### src/rtl/phy_pkg.sv
// phy_pkg -- definitions shared by the two-lane serial PHY (phy_tx / phy_rx).
//   COMMA_BC      : idle / alignment symbol.
//   link_state_t  : link FSM encoding (SEARCH / LOCK / ACTIVE).
//   slot_t        : which byte slot of a word is on the lanes.
//   SLOT_*_LSB    : byte-striping map, i.e. where each lane byte lands in the word.
//   stripe_word() : assembles a 32-bit word from its four lane bytes.
package phy_pkg;

  localparam logic [7:0] COMMA_BC = 8'hBC;

  typedef enum logic [1:0] {
    SEARCH = 2'd0,
    LOCK   = 2'd1,
    ACTIVE = 2'd2
  } link_state_t;

  typedef enum logic {
    SLOT_A = 1'b0,
    SLOT_B = 1'b1
  } slot_t;

  // Slot A carries the upper half-word and slot B the lower half-word.
  // Within each slot, lane 0 carries the more significant byte.
  localparam int SLOT_A_LANE0_LSB = 24;
  localparam int SLOT_A_LANE1_LSB = 16;
  localparam int SLOT_B_LANE0_LSB = 8;
  localparam int SLOT_B_LANE1_LSB = 0;

  function automatic logic [31:0] stripe_word(input logic [7:0] a0, input logic [7:0] a1,
                                              input logic [7:0] b0, input logic [7:0] b1);
    logic [31:0] word;
    word = '0;
    word[SLOT_A_LANE0_LSB +: 8] = a0;
    word[SLOT_A_LANE1_LSB +: 8] = a1;
    word[SLOT_B_LANE0_LSB +: 8] = b0;
    word[SLOT_B_LANE1_LSB +: 8] = b1;
    return word;
  endfunction

endpackage

### src/rtl/phy_rx_lane.sv
// phy_rx_lane -- one receive lane: 8-bit deserializing shift register plus
// comma detector. Bits arrive MSB first; each new bit enters at the LSB.
//   clk_32f  in  : bit clock, one bit per cycle.
//   reset_L  in  : synchronous active-low reset; clears the shift register.
//   serial   in  : serial lane input.
//   rx_byte  out : the last eight bits received (oldest bit in [7]).
//   is_comma out : rx_byte equals COMMA.
module phy_rx_lane
  import phy_pkg::*;
#(
  parameter logic [7:0] COMMA = COMMA_BC
) (
  input  logic       clk_32f,
  input  logic       reset_L,
  input  logic       serial,
  output logic [7:0] rx_byte,
  output logic       is_comma
);

  logic [7:0] shift;

  // NOTE: reset is sampled only on the clock edge (no sensitivity to reset_L),
  // and all state uses non-blocking assignments so every register sees the
  // values from before the edge.
  always_ff @(posedge clk_32f) begin
    if (!reset_L) begin
      shift <= '0;
    end else begin
      shift <= {shift[6:0], serial};
    end
  end

  assign rx_byte  = shift;
  assign is_comma = (shift == COMMA);

endmodule

### src/rtl/phy_rx.sv
// phy_rx -- receive end of the two-lane serial PHY link. Deserializes both
// lanes, aligns to the comma, then rebuilds 32-bit words from byte slots.
//   clk_32f        in     : sole clock, one serial bit per lane per cycle.
//   reset_L        in     : synchronous active-low reset.
//   phy_rx_in_0    in     : serial lane 0, MSB first.
//   phy_rx_in_1    in     : serial lane 1, MSB first, bit-aligned with lane 0.
//   data_out       out 32 : reassembled word, held between strobes.
//   valid_out      out    : one-cycle strobe marking a new data_out.
//   active_out     out    : link locked (FSM in ACTIVE).
//   word_count_out out 16 : saturating count of valid_out pulses; present only
//                           when the macro PHY_RX_WORD_CNT_EN is defined.
module phy_rx
  import phy_pkg::*;
#(
  parameter logic [7:0]  COMMA       = COMMA_BC,
  parameter int unsigned LOCK_COMMAS = 4  // legal range 1..15
) (
  input  logic        clk_32f,
  input  logic        reset_L,
  input  logic        phy_rx_in_0,
  input  logic        phy_rx_in_1,
  output logic [31:0] data_out,
  output logic        valid_out,
  output logic        active_out
`ifdef PHY_RX_WORD_CNT_EN
  ,
  output logic [15:0] word_count_out
`endif
);

  localparam logic [3:0] LOCK_TARGET = 4'(LOCK_COMMAS);

  logic [7:0]  byte_0, byte_1;
  logic        comma_0, comma_1;
  logic        both_comma, boundary, word_done;

  link_state_t state;
  slot_t       phase;
  logic [2:0]  bit_cnt;
  logic [3:0]  comma_cnt;
  logic [7:0]  slot_a_0, slot_a_1;

  phy_rx_lane #(.COMMA(COMMA)) u_lane_0 (
    .clk_32f (clk_32f),
    .reset_L (reset_L),
    .serial  (phy_rx_in_0),
    .rx_byte (byte_0),
    .is_comma(comma_0)
  );

  phy_rx_lane #(.COMMA(COMMA)) u_lane_1 (
    .clk_32f (clk_32f),
    .reset_L (reset_L),
    .serial  (phy_rx_in_1),
    .rx_byte (byte_1),
    .is_comma(comma_1)
  );

  // A full byte sits in both shift registers when the counter reads 7; the
  // counter wraps to 0 on that same edge, so loading 0 on a SEARCH match makes
  // the matching cycle behave exactly like a byte boundary.
  assign both_comma = comma_0 & comma_1;
  assign boundary   = (bit_cnt == 3'd7);
  assign word_done  = (state == ACTIVE) && boundary && (phase == SLOT_B);

  always_ff @(posedge clk_32f) begin
    if (!reset_L) begin
      state      <= SEARCH;
      phase      <= SLOT_A;
      bit_cnt    <= '0;
      comma_cnt  <= '0;
      slot_a_0   <= '0;
      slot_a_1   <= '0;
      data_out   <= '0;
      valid_out  <= 1'b0;
      active_out <= 1'b0;
    end else begin
      bit_cnt <= bit_cnt + 3'd1;
      // NOTE: the strobe defaults low every cycle and is raised only in the
      // cycle a word completes, which makes it a single-cycle pulse.
      valid_out <= 1'b0;

      case (state)
        SEARCH: begin
          if (both_comma) begin
            bit_cnt   <= '0;
            comma_cnt <= 4'd1;
            if (LOCK_TARGET == 4'd1) begin
              state      <= ACTIVE;
              active_out <= 1'b1;
            end else begin
              state <= LOCK;
            end
          end
        end

        LOCK: begin
          if (boundary) begin
            if (both_comma) begin
              comma_cnt <= comma_cnt + 4'd1;
              if (comma_cnt + 4'd1 == LOCK_TARGET) begin
                state      <= ACTIVE;
                active_out <= 1'b1;
              end
            end else begin
              // One-lane comma or data: alignment is not trusted.
              state     <= SEARCH;
              comma_cnt <= '0;
            end
          end
        end

        ACTIVE: begin
          if (boundary) begin
            if (phase == SLOT_A) begin
              // A comma pair in slot A is idle; a word never starts with one.
              if (!both_comma) begin
                slot_a_0 <= byte_0;
                slot_a_1 <= byte_1;
                phase    <= SLOT_B;
              end
            end else begin
              data_out  <= stripe_word(slot_a_0, slot_a_1, byte_0, byte_1);
              valid_out <= 1'b1;
              phase     <= SLOT_A;
            end
          end
        end

        default: begin
          state <= SEARCH;
        end
      endcase
    end
  end

`ifdef PHY_RX_WORD_CNT_EN
  always_ff @(posedge clk_32f) begin
    if (!reset_L) begin
      word_count_out <= '0;
    end else if (word_done && (word_count_out != 16'hFFFF)) begin
      word_count_out <= word_count_out + 16'd1;
    end
  end
`else
  logic unused_word_done;
  assign unused_word_done = word_done;
`endif

endmodule

### config.mk
export PLATFORM = sky130hd
export DESIGN_NAME = phy_rx
export DESIGN_NICKNAME = d
export VERILOG_FILES = /design/src/rtl/phy_pkg.sv /design/src/rtl/phy_rx_lane.sv /design/src/rtl/phy_rx.sv
export SDC_FILE = /design/constraint.sdc
export NUM_CORES = 1
export LEC_CHECK = 0
export BUFFER_PORTS_ARGS = -buffer_cell sky130_fd_sc_hd__buf_2
export CORE_MARGIN = 3
export CORE_UTILIZATION = 40
export CTS_CLUSTER_DIAMETER = 50
export CTS_CLUSTER_SIZE = 30
export DETAILED_ROUTE_END_ITERATION = 12
export MAX_ROUTING_LAYER = met4
export SLEW_MARGIN = 40
export SYNTH_ARGS = -nofsm -noshare
export SYNTH_HDL_FRONTEND = slang
export SYNTH_HIERARCHICAL = 1
export SYNTH_SLANG_ARGS = --single-unit
### constraint.sdc
create_clock -name clk_32f -period 3.3 [get_ports clk_32f]
set_input_delay 0.495 -clock clk_32f [delete_from_list [all_inputs] [get_ports clk_32f]]
set_output_delay 0.495 -clock clk_32f [all_outputs]
set_load 0.02 [all_outputs]
==> impl_metrics.tcl, run 1 <==
set metrics [dict create \
    netSwitchingFraction_pct 20.07 \
    grt_pass1_wl_mm 8.148 \
    post_synth_num_cell_types 36 \
    routed-via-count 1729 \
    htree_num_levels 3 \
    crit_slowest_cell "sky130_fd_sc_hd__nor4b_1" \
    layout-area-overhead-vs-synth_pct 16.20 \
    cts_tree "built" \
    yosys-top-cells-count "sky130_fd_sc_hd__dfxtp_1 (76), sky130_fd_sc_hd__a22o_1 (32), sky130_fd_sc_hd__nor2b_1 (18)" \
    post_synth.cell_area_avg_sq_um 11.77 \
    worst_ir_drop_on_vdd_uv 217.9 \
    cts-buffers-inserted 9 \
    ant_nets 0 \
    globalplace.congestion 0.7266 \
    power.share.clock_pct 46.8 \
    synth_most_common_cell "sky130_fd_sc_hd__dfxtp_1" \
    mappedNetlistArea_sq_um 2695 \
    synth_enable_flop_cells 0 \
    ctsResizeCount 0 \
    finalNetCount 276 \
    worstSetupStartpoint "u_lane_0/rx_byte[2]$_SDFF_PN0_" \
    cts_setup_buffers 0 \
    async_flop_share_pct 0 \
    combPwrFrac_pct 1.6 \
    crit_fanout 8 \
    period_share_pct 64.77 \
    dp_hpwl_mm 3.080 \
    power_frac_seq_pct 51.6 \
    drt_first_pass_iters 4 \
    synth_nets 237 \
    drt-total-wl_mm 4.750 \
    final_core_utilization_pct 48.76 \
    ys_ff_latch 76 \
    crit_path_end_kind "register" \
    min_path_type "in -> reg" \
    p_leak_uw 0.001419 \
    totalNegativeSetupSlack_ns 0 \
    netlist.area_leader.share_pct 56.45 \
    first_global_vias 1616 \
    final.min_clock_period_ns 2.137 \
    critPathMaxStageDelay_ns 0.59 \
    dominantRegCellSynth "sky130_fd_sc_hd__dfxtp_1" \
    die_area_sq_um 7759 \
    p_switching_uw 361.0 \
    status "finished clean" \
    ctsRootBufferMaster "sky130_fd_sc_hd__clkbuf_8" \
    hold_start "phy_rx_in_1" \
    criticalPathCategory "reg -> reg" \
    globalRouteOverflowTotal 0 \
    ys_warn_count 6 \
    ctsLongestPathBuffers 2 \
    cell_count_after_synthesis 229 \
    worstPathCellList "nand4b_1 -> nor4_2 -> nand2_1 -> nor4b_1 -> and2_1 -> o221a_2" \
    max_freq_mhz 467.9 \
    grt_max_degree 34 \
    slew_headroom_pct 60.11 \
    largest_area_contributor_in_the_netlist "sky130_fd_sc_hd__dfxtp_1" \
    clock_latency_late_sink_ns 0.34 \
    grt_antenna_before_repair 0 \
    internal_power_uw 1438 \
    timing.rr.start "u_lane_0/rx_byte[2]$_SDFF_PN0_" \
    maxCapViolCount 0 \
    final_layout_size_suffix_gt1_share_pct 23.08 \
    worst_pin_slew_ns 0.5952 \
    clock-sinks 76 \
    rsz0062_at_grt "no" \
    power_density_over_the_cells_nw_per_um2 574.5 \
    hold_violations 0 \
    detail_route.wl_per_cell_microns 13.57 \
    antenna_cells 0 \
    worst_setup_hold_path_clk_slew_ns 0.08 \
    detail_route.drc_violations 0 \
    cp-start-kind "register" \
    critPathRequiredTime_ns 3.59 \
    final-setup-viol-count 0 \
    netlist_top_cells_area "sky130_fd_sc_hd__dfxtp_1 (56%), sky130_fd_sc_hd__a22o_1 (10%), sky130_fd_sc_hd__mux2i_1 (6.3%)" \
    drt_first_iter_violations 72 \
    placement.io_buffers 37 \
    dieWidth_microns 88.09 \
    effective_utilization_at_floorplan_pct 41.96 \
    portion_of_the_post_synthesis_area_used_by_sequential_elements_pct 56.45 \
    floorplan.die.height_microns 88.09 \
    core_region_area_sq_um 6422 \
    viasPerCell 4.940 \
    cts.hold.buffers_added 0 \
    number_of_slew_limit_violations_in_the_final_report 0 \
    design.portCount 38 \
    cp.arrival_ns 2.42 \
    num_rows 29 \
    timing.clock.skew_ns 0.006584 \
    total_global_routing_track_utilization_pct 14.19 \
]
sequential cells by signal, summed over array words and instances, names as in the netlist:
register,count
active_out,1
bit_cnt,3
comma_cnt,4
data_out,32
phase,1
slot_a_0,8
slot_a_1,8
state,2
u_lane_0/rx_byte,8
u_lane_1/rx_byte,8
valid_out,1
critical path: cells and delay by family (launching register included):
kind / cells / cell delay, ns
and+or+nand+nor: 5 / 1.52
DFF: 1 / 0.40
AOI/OAI and AO/OA: 1 / 0.17
cells in the final DEF, fill, tap and decap left out, types with 2 or more instances in the layout:
cell type / n
sky130_fd_sc_hd__dfxtp_1: 76
sky130_fd_sc_hd__nand2b_1: 4
sky130_fd_sc_hd__nand2_1: 5
sky130_fd_sc_hd__nand3b_1: 3
sky130_fd_sc_hd__nor2b_1: 18
sky130_fd_sc_hd__ha_1: 4
sky130_fd_sc_hd__nor4_2: 2
sky130_fd_sc_hd__o21ai_0: 3
sky130_fd_sc_hd__a21boi_0: 2
sky130_fd_sc_hd__and2_2: 2
sky130_fd_sc_hd__nor3_1: 2
sky130_fd_sc_hd__a21oi_1: 3
sky130_fd_sc_hd__buf_2: 37
sky130_fd_sc_hd__o21a_1: 4
sky130_fd_sc_hd__inv_1: 3
sky130_fd_sc_hd__a22o_1: 32
sky130_fd_sc_hd__mux2i_1: 17
sky130_fd_sc_hd__nand4b_1: 2
sky130_fd_sc_hd__clkbuf_8: 9
sky130_fd_sc_hd__bufinv_16: 3
sky130_fd_sc_hd__and2_1: 16
sky130_fd_sc_hd__buf_4: 3
sky130_fd_sc_hd__nor2_1: 6
sky130_fd_sc_hd__nor4b_1: 2
kinds of logic after synthesis:
logic type               after synthesis  synth area share (%)
AO/OA/AOI/OAI                         48                 14.53
adder cells (fa/ha/maj)                4                 1.857
buffers and inverters                 15                 4.364
flip-flops                            76                 56.45
multiplexers                          17                 6.314
AND/OR/NAND/NOR                       69                 16.48
metrics by stage:
| stage | area (sq um) | worst slack [ns] | instances | hold slack, ns | power [uW] |
|---|---|---|---|---|---|
| after floorplan | 2695 | 1.606 | 229 | 0.3992 | 967.7 |
| after global placement | 2893 | 1.246 | 334 | 0.4109 | 979.0 |
| after detailed placement | 2893 | 1.202 | 334 | 0.4130 | 979.4 |
| after CTS | 3132 | 1.193 | 350 | 0.3465 | 1819 |
| after global routing | 3132 | 0.8922 | 350 | 0.3529 | 1868 |
| final | 3132 | 1.163 | 350 | 0.3587 | 1799 |
path summary, 6_finish.rpt:
path | end | slack (ns) | depth (start not counted)
min reg2reg | bit_cnt[0]$_SDFF_PN0_ | 0.42 | 1
min | u_lane_1/rx_byte[0]$_SDFF_PN0_ | 0.36 | 2
max reg2reg | comma_cnt[2]$_SDFFE_PN0P_ | 1.16 | 6
max | comma_cnt[2]$_SDFFE_PN0P_ | 1.16 | 6
metal layers:
metal  vias to the layer above  GRT usage, %  routed length (microns)
met3                        12         3.104                      152
met2                        29         19.86                     2005
met5                         -             -                        0
met4                         0         7.418                       96
li1                        894             -                        -
met1                       794         19.06                     2496
cell type report:
cell class	count	area [sq um]
Sequential cell	76	1521
Timing Repair Buffer	40	207.7
Multi-Input combinational cell	138	1056
Clock buffer	10	127.6
Tap cell	77	96.34
Inverter	3	11.26
Fill cell	610	3291
Clock inverter	6	111.4
power groups by stage:
| stage | logic, uW | clock network (uW) | registers [uW] |
|---|---|---|---|
| global placement | 28.5 | 0 | 951 |
| CTS | 28.7 | 862 | 929 |
| floorplan | 19.3 | 0 | 948 |
| global route | 33.1 | 905 | 930 |
| detailed placement | 28.7 | 0 | 951 |
| finish | 28.1 | 842 | 929 |
Note: power is estimated with default switching activity, not from simulation.
==> inputs of run 2 (changes only) <==
Clock period 3.3 ns to 1.9 ns, I/O delays scaled along.
==> impl_metrics.tcl, run 2 (synthesis gave the netlist of run 1 again) <==
set metrics [dict create \
    design_power_total_uw 3152 \
    min_path_type "in -> reg" \
    p_leak_uw 0.001453 \
    power.share.clock_pct 47.1 \
    critPathRequiredTime_ns 2.17 \
    floorplan.die.height_microns 88.09 \
    grt_pass1_wl_mm 8.514 \
    routed-via-count 1784 \
    internal_power_uw 2533 \
    fin_worst_hold_slack_ns 0.1478 \
    criticalPathCategory "reg -> reg" \
    viasPerCell 5.011 \
    drt_first_pass_iters 4 \
    ctsResizeCount 0 \
    worst_setup_hold_path_clk_slew_ns 0.08 \
    power_density_over_the_cells_nw_per_um2 984.5 \
    core_region_area_sq_um 6422 \
    dp_hpwl_mm 3.305 \
    top_layer_used "met4" \
    cp-start-kind "register" \
    final-setup-viol-count 0 \
    worst_ir_drop_on_vdd_uv 364.0 \
    worst_pin_slew_ns 0.3919 \
    placed_cell_area_sq_um 2938 \
    cts.hold.buffers_added 0 \
    antenna_cells 0 \
    clock_latency_late_sink_ns 0.34 \
    largest_register_ffs 32 \
    first_global_vias 1777 \
    number_of_slew_limit_violations_in_the_final_report 0 \
    timing.clock.skew_ns 0.007977 \
    maxCapViolCount 0 \
    drt_first_iter_violations 71 \
    rsz0062_at_grt "no" \
    crit_path_end_kind "register" \
    drt-total-wl_mm 4.934 \
    cts-buffers-inserted 9 \
    final_layout_size_suffix_gt1_share_pct 25.45 \
    design.portCount 38 \
    placement.io_buffers 37 \
    grt_max_degree 25 \
    design_area_sq_um 3202 \
    effective_utilization_at_floorplan_pct 41.96 \
    num_rows 29 \
    n_fill_cell 610 \
    globalplace.congestion 0.7897 \
    detail_route.wl_per_cell_microns 13.86 \
    cts_setup_buffers 0 \
    cp.arrival_ns 2.02 \
    hold_start "phy_rx_in_1" \
    timing.rr.start "u_lane_0/rx_byte[4]$_SDFF_PN0_" \
    largest-register "data_out" \
    routed_wire_length_on_met3_microns 150 \
    final_core_utilization_pct 49.85 \
    combPwrFrac_pct 1.7 \
    netSwitchingFraction_pct 19.64 \
    detailroute.wirelength.met2_mm 2.222 \
    grt_antenna_before_repair 0 \
    hold_violations 0 \
    cts_tree "built" \
    layout.cells.most_common "sky130_fd_sc_hd__dfxtp_1" \
    status "finished clean" \
    clock-sinks 76 \
    period_share_pct 91.78 \
    top_library_cells_by_usage_in_the_layout_fill_and_taps_aside "sky130_fd_sc_hd__dfxtp_1 (76), sky130_fd_sc_hd__buf_2 (37), sky130_fd_sc_hd__a22o_1 (32)" \
    ant_nets 0 \
    finalNetCount 282 \
    die_area_sq_um 7759 \
    max_freq_mhz 573.5 \
    htree_num_levels 3 \
    dieWidth_microns 88.09 \
    total_global_routing_track_utilization_pct 14.62 \
    ctsLongestPathBuffers 2 \
    detail_route.wirelength.met1_mm 2.492 \
    worstSetupStartpoint "u_lane_0/rx_byte[4]$_SDFF_PN0_" \
    final.min_clock_period_ns 1.744 \
    totalNegativeSetupSlack_ns 0 \
    globalRouteOverflowTotal 0 \
    crit_fanout 6 \
    detail_route.drc_violations 0 \
    slew_headroom_pct 73.65 \
    power_frac_seq_pct 51.2 \
    layout-area-overhead-vs-synth_pct 18.80 \
    p_switching_uw 619.1 \
    ctsRootBufferMaster "sky130_fd_sc_hd__clkbuf_8" \
]
run 2: changes by cell type in the layout (fill, tap and decap cells not counted), sizes merged:
cell | before | now
buf | 40 | 46
clkinv | 1 | 2
inv | 4 | 3
run 2: path summary, 6_finish.rpt:
check / end / slack, ns / cells past startpoint
setup reg to reg: state[0]$_SDFFE_PN0P_ / 0.16 / 6
hold / removal: u_lane_1/rx_byte[0]$_SDFF_PN0_ / 0.15 / 2
hold reg to reg: bit_cnt[0]$_SDFF_PN0_ / 0.42 / 1
setup / recovery: state[0]$_SDFFE_PN0P_ / 0.16 / 6
run 2: power groups by stage:
stage,registers (uW),logic [uW],clock network (uW)
after floorplan,1650,33.5,0
after global placement,1650,53.0,0
after detailed placement,1650,53.6,0
after CTS,1610,53.6,1520
after global routing,1610,60.9,1590
final,1610,52.8,1490
run 2: area by class of cell:
class                           instances  area [sq um]  share of cell area [%]
Multi-Input combinational cell        138          1071                   33.45
Tap cell                               77         96.34                   3.009
Sequential cell                        76          1521                   47.52
Clock buffer                           10         137.6                   4.299
Timing Repair Buffer                   46         252.7                   7.894
Inverter                                3         11.26                  0.3517
Clock inverter                          6         111.4                   3.478
run 2: metrics by stage:
| stage | cells | setup slack, ns |
|---|---|---|
| after floorplan | 229 | 0.2063 |
| after global placement | 340 | 0.09373 |
| after detailed placement | 340 | 0.07055 |
| after CTS | 356 | 0.03519 |
| after global routing | 356 | 0.02219 |
| final | 356 | 0.1562 |
run 2: critical path: stages, from the launching register on:
cell	delay, ns
sky130_fd_sc_hd__dfxtp_1	0.38
sky130_fd_sc_hd__nand2_1	0.11
sky130_fd_sc_hd__nor4_2	0.29
sky130_fd_sc_hd__nand2_1	0.17
sky130_fd_sc_hd__buf_4	0.19
sky130_fd_sc_hd__or3_1	0.39
sky130_fd_sc_hd__a31oi_1	0.16
run 2: layer usage:
metal,global-route usage (%),up-vias
met2,21.30,32
li1,-,901
met3,3.104,8
met5,-,-
met1,19.26,843
met4,7.005,0
